### config.mk
export PLATFORM = sky130hd
export DESIGN_NAME = fifo_write_arbiter
export DESIGN_NICKNAME = d
export VERILOG_FILES = /design/src/rtl/fifo_arb_pkg.sv /design/src/rtl/rr_picker.sv /design/src/rtl/fifo_write_arbiter.sv
export SDC_FILE = /design/constraint.sdc
export NUM_CORES = 1
export LEC_CHECK = 0
export ABC_CLOCK_PERIOD_IN_PS = 2300
export BUFFER_PORTS_ARGS = -buffer_cell sky130_fd_sc_hd__buf_2
export CORE_UTILIZATION = 29
export DETAILED_ROUTE_END_ITERATION = 7
export PLACE_DENSITY = 0.82
export SLEW_MARGIN = 20
export SYNTH_ARGS = -nofsm -noshare
export SYNTH_HDL_FRONTEND = slang
export SYNTH_SLANG_ARGS = --single-unit
export TNS_END_PERCENT = 10
### constraint.sdc
create_clock -name write_clk -period 2.3 [get_ports write_clk]
set_input_delay 0.46 -clock write_clk [delete_from_list [all_inputs] [get_ports write_clk]]
set_output_delay 0.46 -clock write_clk [all_outputs]
set_load 0.005 [all_outputs]
### src/rtl/fifo_arb_pkg.sv
// Shared arbitration types and the round-robin search helper used by the
// FIFO write arbiter and later read-side schedulers.
package fifo_arb_pkg;

  typedef enum logic {
    ARB_IDLE = 1'b0,
    ARB_LOCK = 1'b1
  } arb_state_t;

  localparam int unsigned RR_MAX_N = 32;
  localparam int unsigned RR_IDX_W = $clog2(RR_MAX_N);

  // First set bit of vec at or after start, wrapping modulo n (n <= RR_MAX_N).
  // Returns 0 when vec is empty; callers qualify with |vec.
  function automatic logic [31:0] rr_next(input logic [RR_MAX_N-1:0] vec,
                                          input logic [31:0]         start,
                                          input logic [31:0]         n);
    logic [31:0] idx;
    logic [31:0] cand;
    logic        hit;
    idx = 32'd0;
    hit = 1'b0;
    for (int k = 0; k < RR_MAX_N; k++) begin
      cand = (start + 32'(k)) % n;
      if ((32'(k) < n) && !hit && vec[cand[RR_IDX_W-1:0]]) begin
        idx = cand;
        hit = 1'b1;
      end
    end
    return idx;
  endfunction

endpackage

### src/rtl/rr_picker.sv
// Combinational round-robin picker: finds the first requester after i_ptr.
module rr_picker
  import fifo_arb_pkg::*;
#(
  parameter int unsigned N     = 4,
  parameter int unsigned IDX_W = 2
) (
  input  logic [N-1:0]     i_req,
  input  logic [IDX_W-1:0] i_ptr,
  output logic             o_found,
  output logic [IDX_W-1:0] o_idx
);

  logic [RR_MAX_N-1:0] w_vec;
  logic [31:0]         w_idx_full;

  assign w_vec      = RR_MAX_N'(i_req);
  assign w_idx_full = rr_next(w_vec, 32'(i_ptr) + 32'd1, 32'(N));
  assign o_found    = |i_req;
  assign o_idx      = w_idx_full[IDX_W-1:0];

endmodule

### src/rtl/fifo_write_arbiter.sv
// Round-robin write-port arbiter with burst lock in front of an async FIFO.
// Optional per-requester write counters: define FIFO_WRITE_ARB_STATS_EN.
module fifo_write_arbiter
  import fifo_arb_pkg::*;
#(
  parameter int unsigned NUM_REQ   = 4,
  parameter int unsigned BITS      = 32,
  parameter int unsigned BURST_MAX = 4,
  parameter int unsigned STAT_BITS = 16
) (
  input  logic                             write_clk,
  input  logic                             write_rst_n,
  input  logic [NUM_REQ-1:0]               p_req_valid,
  input  logic [NUM_REQ-1:0][BITS-1:0]     p_req_data,
  input  logic [NUM_REQ-1:0]               p_req_last,
  output logic [NUM_REQ-1:0]               p_req_ready,
  output logic                             p_fifo_write_en,
  output logic [BITS-1:0]                  p_fifo_write_data,
  input  logic                             p_fifo_write_full,
  output logic [$clog2(NUM_REQ)-1:0]       p_grant_id,
  output logic                             p_busy
`ifdef FIFO_WRITE_ARB_STATS_EN
  ,
  output logic [NUM_REQ-1:0][STAT_BITS-1:0] p_stat_writes
`endif
);

  localparam int unsigned IDX_W = $clog2(NUM_REQ);
  localparam int unsigned CNT_W = $clog2(BURST_MAX + 1);
  localparam logic [CNT_W-1:0] BURST_LAST = CNT_W'(BURST_MAX - 1);

  arb_state_t       r_state;
  arb_state_t       w_state_nxt;
  logic [IDX_W-1:0] r_owner;
  logic [IDX_W-1:0] w_owner_nxt;
  logic [CNT_W-1:0] r_burst_cnt;
  logic [CNT_W-1:0] w_burst_nxt;
  logic [IDX_W-1:0] r_rr_ptr;
  logic [IDX_W-1:0] w_rr_nxt;
  logic             w_found;
  logic [IDX_W-1:0] w_pick_idx;
  logic             w_owner_valid;
  logic             w_owner_last;
  logic             w_accept;

  rr_picker #(
    .N     (NUM_REQ),
    .IDX_W (IDX_W)
  ) u_rr_picker (
    .i_req   (p_req_valid),
    .i_ptr   (r_rr_ptr),
    .o_found (w_found),
    .o_idx   (w_pick_idx)
  );

  assign w_owner_valid     = p_req_valid[r_owner];
  assign w_owner_last      = p_req_last[r_owner];
  assign p_fifo_write_data = p_req_data[r_owner];
  assign p_grant_id        = r_owner;
  assign p_busy            = (r_state == ARB_LOCK);
  assign p_fifo_write_en   = w_accept;

  // Next-state, grant release and handshake decode; full stalls without releasing.
  always_comb begin
    w_state_nxt = r_state;
    w_owner_nxt = r_owner;
    w_burst_nxt = r_burst_cnt;
    w_rr_nxt    = r_rr_ptr;
    w_accept    = 1'b0;
    p_req_ready = '0;
    case (r_state)
      ARB_IDLE: begin
        if (w_found) begin
          w_owner_nxt = w_pick_idx;
          w_burst_nxt = '0;
          w_state_nxt = ARB_LOCK;
        end else begin
          w_state_nxt = ARB_IDLE;
        end
      end
      ARB_LOCK: begin
        p_req_ready[r_owner] = !p_fifo_write_full;
        w_accept             = w_owner_valid && !p_fifo_write_full;
        if (w_accept) begin
          w_burst_nxt = r_burst_cnt + 1'b1;
          if (w_owner_last || (r_burst_cnt == BURST_LAST)) begin
            w_state_nxt = ARB_IDLE;
            w_rr_nxt    = r_owner;
          end else begin
            w_state_nxt = ARB_LOCK;
          end
        end else if (!w_owner_valid) begin
          w_state_nxt = ARB_IDLE;
          w_rr_nxt    = r_owner;
        end else begin
          w_state_nxt = ARB_LOCK;
        end
      end
      default: begin
        w_state_nxt = ARB_IDLE;
      end
    endcase
  end

  // Arbitration state registers; rr_ptr starts at the top so index 0 wins first.
  always_ff @(posedge write_clk or negedge write_rst_n) begin
    if (!write_rst_n) begin
      r_state     <= ARB_IDLE;
      r_owner     <= '0;
      r_burst_cnt <= '0;
      r_rr_ptr    <= IDX_W'(NUM_REQ - 1);
    end else begin
      r_state     <= w_state_nxt;
      r_owner     <= w_owner_nxt;
      r_burst_cnt <= w_burst_nxt;
      r_rr_ptr    <= w_rr_nxt;
    end
  end

`ifdef FIFO_WRITE_ARB_STATS_EN
  logic [NUM_REQ-1:0][STAT_BITS-1:0] r_stat;

  // Saturating per-requester accepted-write counters.
  always_ff @(posedge write_clk or negedge write_rst_n) begin
    if (!write_rst_n) begin
      r_stat <= '0;
    end else begin
      for (int i = 0; i < NUM_REQ; i++) begin
        if (w_accept && (r_owner == IDX_W'(i)) && (r_stat[i] != {STAT_BITS{1'b1}})) begin
          r_stat[i] <= r_stat[i] + 1'b1;
        end
      end
    end
  end

  assign p_stat_writes = r_stat;
`else
  logic [STAT_BITS-1:0] w_unused_stat;
  assign w_unused_stat = '0;
`endif

endmodule

**Yosys cells after proc, flatten, opt, wreduce, memory -nomap -nowiden**

Cells that the tools add are included.

- Add/sub/neg operators: 5
- Magnitude comparators: 6
- Equality and inequality tests: 5
- Mux-type cells: 36
- Bitwise logic cells: 2
- Reductions and logical operators: 14

Operators with widths:

| kind | number |
|---|---|
| $bmux W32 S2 | 1 |
| $mux W32 | 1 |
| $lt A2 B6 Y1 const B | 4 |
| $mux W1 | 15 |
| $mux W2 | 7 |
| $bmux W1 S2 | 6 |
| $ne A2 B1 Y1 const B | 4 |
| $mux W3 | 2 |
| $pmux W3 S2 | 1 |
| $logic_and A1 B1 Y1 | 5 |
| $add A2 B1 Y2 const B | 2 |
| $add A2 B2 Y2 const B | 2 |
| $and A4 B4 Y4 | 1 |
| $logic_not A1 Y1 | 4 |
| $mux W4 | 1 |
| $reduce_and A2 Y1 | 2 |
| $reduce_or A4 Y1 | 1 |
| $add A3 B1 Y3 const B | 1 |
| $eq A3 B2 Y1 const B | 1 |
| $lt A2 B3 Y1 const B | 1 |
| $reduce_and A3 Y1 | 1 |
| $demux W1 S2 | 1 |
| $ge A2 B1 Y1 const B | 1 |
| $pmux W1 S2 | 1 |
| other kinds (2) | 2 |

- Flip-flop bits (word level): 8
- Output and inout bits: 40
- Word-level logic and storage cells: 72

**Longest topological paths before layout**

- Depth after elaboration: 13
- Depth in mapped cells: 6

**Cells and area by module**

From an unflattened synthesis, not the netlist that was laid out.

- Cell total of the unflattened synthesis: 102
- Area total of the unflattened synthesis: 1,347.5 um^2

Modules (own cells, without submodules):

| module | instances | cells each | area each (um^2) | seq. area each (um^2) |
|---|---|---|---|---|
| fifo_write_arbiter | 1 | 88 | 1,261.2 | 202.7 |
| rr_picker | 1 | 14 | 86.3 | 0.0 |

**Least setup slack after synthesis**

OpenSTA, ideal clock, no wires.

- Path kind: register to output
- Start point: reg r_owner[0], in the netlist p_grant_id[0]
- End point: out p_fifo_write_data[0]
- Arrival: 1,451 ps
- Required time: 1,840 ps
- Path slack: 389 ps
- Cell stages (with the launch flop): 5
- Path buffers: 3
- Cells stage by stage: dfrtp_1 -> buf_2 -> buf_4 -> buf_4 -> mux4_2

- Longest elaborated chain between the ends: 2

RTL lines:

| what | RTL line | text |
|---|---|---|
| from (decl) | fifo_write_arbiter.sv:34 | `logic [IDX_W-1:0] r_owner;` |
| from (signal assigned) | fifo_write_arbiter.sv:114 | `r_owner <= w_owner_nxt;` |
| $bmux W32 S2 | fifo_write_arbiter.sv:58 | `assign p_fifo_write_data = p_req_data[r_owner];` |
| $mux W32 (not written as such) | fifo_write_arbiter.sv:58 |  |
| to (decl) | fifo_write_arbiter.sv:18 | `output logic [BITS-1:0] p_fifo_write_data,` |

No other way between the ends. The select of a mux whose other input is x is not followed.

**Final worst setup path**

- Start point: reg r_owner[0], in the netlist p_grant_id[0]
- End point: out p_fifo_write_data[19]

The elaborated chain is that of the path after synthesis.

==> results.rst <==
.. list-table::
   :header-rows: 1

   * - Metric
     - Value
   * - Top-Level Pins
     - 179
   * - Initial core utilization
     - 30.3%
   * - Max-capacitance violation count
     - 0
   * - Count of unique library cells instantiated by Yosys
     - 33
   * - Initial antenna violation count
     - 0
   * - Final Non-Filler Cells
     - 329
   * - Post-detailed-routing wire length
     - 5.81 mm
   * - Relative contribution of combinational cells to total power
     - 78.6%
   * - Data arrival time of the critical path
     - 1.68 ns
   * - Syn nets
     - 240
   * - Clock insertion delay at the later pin of the skew report
     - 0.23 ns
   * - Via count normalized by instance count
     - 5.21
   * - Net Sw Power
     - 876 uW
   * - Most crowded layer after global routing
     - met2
   * - Site Rows
     - 24
   * - Post-layout min period
     - 2.14 ns
   * - Part of the total power dissipated in sequential elements
     - 13.5%
   * - Cell Area, Synth
     - 0.00133 mm2
   * - Average footprint of a synthesized cell
     - 13.4 um2
   * - Critical Path RT
     - 1.84 ns
   * - Buffer count from post-CTS setup fixing
     - 0
   * - Total power per unit cell area
     - 956 mW/mm2
   * - Tightest Pin Transition
     - 0.417 ns
   * - Worst relative slew slack
     - 72.2%
   * - Peak supply drop
     - 540 uV
   * - Fillers
     - 408
   * - Launching instance or port of the critical path
     - p_grant_id[0]$_DFFE_PN0P_
   * - Endpoint of the most critical register-to-register path
     - r_rr_ptr[0]$_DFFE_PN1P_
   * - Post-synthesis sequential area ratio
     - 15.3%
   * - Met3 track demand over resource
     - 6.25%
   * - Global routing usage on met2
     - 40.9%
   * - Width of the die
     - 69.6 um
   * - Maximum number of pins on one net before global-route repair
     - 36
   * - Post-route total power
     - 2.23 mW
   * - Overall routing resource usage
     - 23.3%
   * - Hold crit path type
     - input port to asynchronous set/reset pin
   * - Post-Layout Inst Area
     - 0.00233 mm2
   * - FF-to-FF Start
     - p_grant_id[0]$_DFFE_PN0P_
   * - Number of buffer cells added on primary ports
     - 178
   * - Number of cell instances on the worst register-to-register path
     - 5
   * - Number of nets in the finished design
     - 418
   * - YS warnings
     - 0
   * - Final setup violation count
     - 0
   * - Count of pins over their slew limit
     - 0
   * - GRT overflow
     - 0
   * - Cells after DPL
     - 324
   * - Status
     - finished clean
   * - Post-cts repair resize count
     - 0
   * - Kind of start point of the critical path
     - flip-flop
   * - Category of the worst setup path capture point
     - output port
   * - Setup Total Neg Slack
     - 0 ns
   * - Setup repair after global routing missed its margin
     - false
   * - Vias in the first global route
     - 1686
   * - Period Utilization, post-route
     - 92.8%
   * - Number of nets with antenna violations after detailed routing
     - 0
   * - Area overhead of the layout relative to synthesis
     - 75.7%
   * - Share of post-route cells with drive strength above 1
     - 82.2%
   * - Placed inst area
     - 0.00228 mm2
   * - Final Wtd Congestion
     - 0.863
   * - Per-cell routed wire length
     - 17.7 um
   * - Crit Path Max Fanout
     - 21
   * - Area of the core region
     - 0.00438 mm2
   * - Clock group share of total power
     - 7.9%
   * - Register clock-pin slew on the reported worst setup and hold paths
     - 0.04 ns
   * - Max Clock Skew
     - 0.00276 ns
   * - Total internal power
     - 1.35 mW
   * - Max Freq
     - 0.468 GHz
   * - Iteration-0 DRC Markers
     - 43
   * - DP HPWL
     - 5.09 mm
   * - Number of register bits inferred by synthesis
     - 8
   * - Utilization after layout
     - 53.1%
   * - Worst setup slack after placement
     - 0.385 ns
   * - Longest Clk Path Bufs
     - 2
   * - Die area
     - 0.00485 mm2
   * - Post-Route Hold Slack
     - 0.0630 ns
   * - Final setup margin
     - 0.165 ns
   * - Number of hold buffers added after CTS
     - 0
   * - CTS tree
     - yes
   * - M1 GR Usage
     - 27.6%
   * - Crit path kind
     - flip-flop to output port
   * - CTS Sinks
     - 8
   * - R2R setup slack
     - 0.39 ns
   * - Worst setup path endpoint
     - p_fifo_write_data[19]
   * - Synthesized instance count
     - 99
   * - DRC violations left
     - 0
   * - Sequential cell area in the final layout
     - 204 um2
   * - Number of detailed-route iterations in the first pass
     - 4
   * - H-tree depth reported by CTS
     - 1
   * - Y dimension of the die
     - 69.6 um
   * - Via count of the routed design
     - 1715
   * - Lkg Pwr
     - 1.21 nW
   * - CTS root buf
     - clkbuf_8
   * - Final hold violation count
     - 0
   * - Inserted Clock Buffers
     - 3
   * - Global-route wire length before repair
     - 8.63 mm
   * - Area of combinational cells with multiple inputs
     - 0.00106 mm2
   * - Switching part of the total
     - 39.4%
## power by group through the flow
| stage | clock (mW) | combinational, mW | sequential (mW) |
|---|---|---|---|
| final | 0.175 | 1.75 | 0.301 |
| after global routing | 0.195 | 1.88 | 0.313 |
| after CTS | 0.179 | 1.77 | 0.303 |
| after detailed placement | 0 | 1.75 | 0.302 |
| after global placement | 0 | 1.72 | 0.298 |
| after floorplan | 0 | 1.15 | 0.266 |
## kinds of logic after synthesis
| group | share of synthesized area (%) |
|---|---|
| AND/OR/NAND/NOR | 8.77 |
| buffers and inverters | 4.72 |
| adder cells (fa/ha/maj) | 1.89 |
| AO/OA/AOI/OAI | 7.17 |
| multiplexers | 61.5 |
| XOR/XNOR | 0.660 |
| flip-flops | 15.3 |
## Yosys cell counts
master / count / area, um2
mux4_2: 33 / 743
dfrtp_1: 6 / 150
nand2_1: 6 / 22.5
clkbuf_1: 5 / 18.8
mux2i_1: 5 / 50.1
nor2_1: 4 / 15.0
a21oi_1: 3 / 15.0
buf_4: 3 / 22.5
inv_1: 3 / 11.3
a31oi_1: 2 / 12.5
buf_2: 2 / 10.0
dfstp_2: 2 / 52.6
ha_1: 2 / 25.0
mux2_2: 2 / 22.5
nor2b_1: 2 / 12.5
o21ai_0: 2 / 10.0
a22o_1: 1 / 8.76
a31o_2: 1 / 8.76
and2_1: 1 / 6.26
and3_1: 1 / 6.26
and3b_1: 1 / 8.76
nand2b_1: 1 / 6.26
nand3_1: 1 / 5.00
nand3b_1: 1 / 7.51
nor3b_1: 1 / 7.51
nor4_2: 1 / 12.5
o211ai_1: 1 / 7.51
o21a_1: 1 / 7.51
o22ai_1: 1 / 6.26
o31ai_1: 1 / 7.51
o41a_1: 1 / 11.3
or2_2: 1 / 6.26
xor2_1: 1 / 8.76
## sequential cells by signal (all words and copies together) (netlist names)
signal	cells
p_busy	1
p_grant_id	2
r_rr_ptr	2
r_burst_cnt	3
## worst max-delay path, stage by stage, from the launching register on
cell and delay (ns):
dfrtp_2 0.38, buf_4 0.35, mux4_2 0.57, buf_2 0.14
## layout make-up
| cell class | instances | area share [%] |
|---|---|---|
| multi-input combinational | 78 | 45.5 |
| tap | 52 | 2.79 |
| timing repair buffer | 183 | 40.4 |
| clock buffer | 4 | 1.93 |
| antenna | 1 | 0.107 |
| inverter | 3 | 0.483 |
| sequential | 8 | 8.75 |
## worst min-delay path by stage
stage                                 end   startpoint  cells past startpoint  slack, ns
6_report        p_grant_id[1]$_DFFE_PN0P_  write_rst_n                      1       0.06
3_3_place_gp   r_burst_cnt[0]$_DFFE_PN0P_  write_rst_n                      1       0.30
2_1_floorplan            p_busy$_DFF_PN0_  write_rst_n                      0       0.16
3_5_place_dp   r_burst_cnt[0]$_DFFE_PN0P_  write_rst_n                      1       0.31
5_1_grt         p_grant_id[1]$_DFFE_PN0P_  write_rst_n                      1       0.06
4_1_cts         p_grant_id[1]$_DFFE_PN0P_  write_rst_n                      1       0.07
## cell usage in the layout (no fill, tap or decap), types with 2 or more instances in the layout
cell type	netlist	layout
a31oi_1	2	2
nand2_1	6	6
mux2i_1	5	5
buf_4	3	4
dfrtp_1	6	5
o21ai_0	2	2
nor2b_1	2	2
mux4_2	33	33
mux2_2	2	2
nor2_1	4	4
dfstp_2	2	2
clkbuf_8	0	3
buf_2	2	178
ha_1	2	2
inv_1	3	3
a21oi_1	3	3
## metal layers
metal / share of wire (%) / vias to the layer above
li1: - / 781
met1: 37 / 814
met2: 51 / 105
met3: 9.6 / 15
met4: 2.9 / 0
met5: 0 / -
No activity file was read; power rests on OpenSTA's default activity.
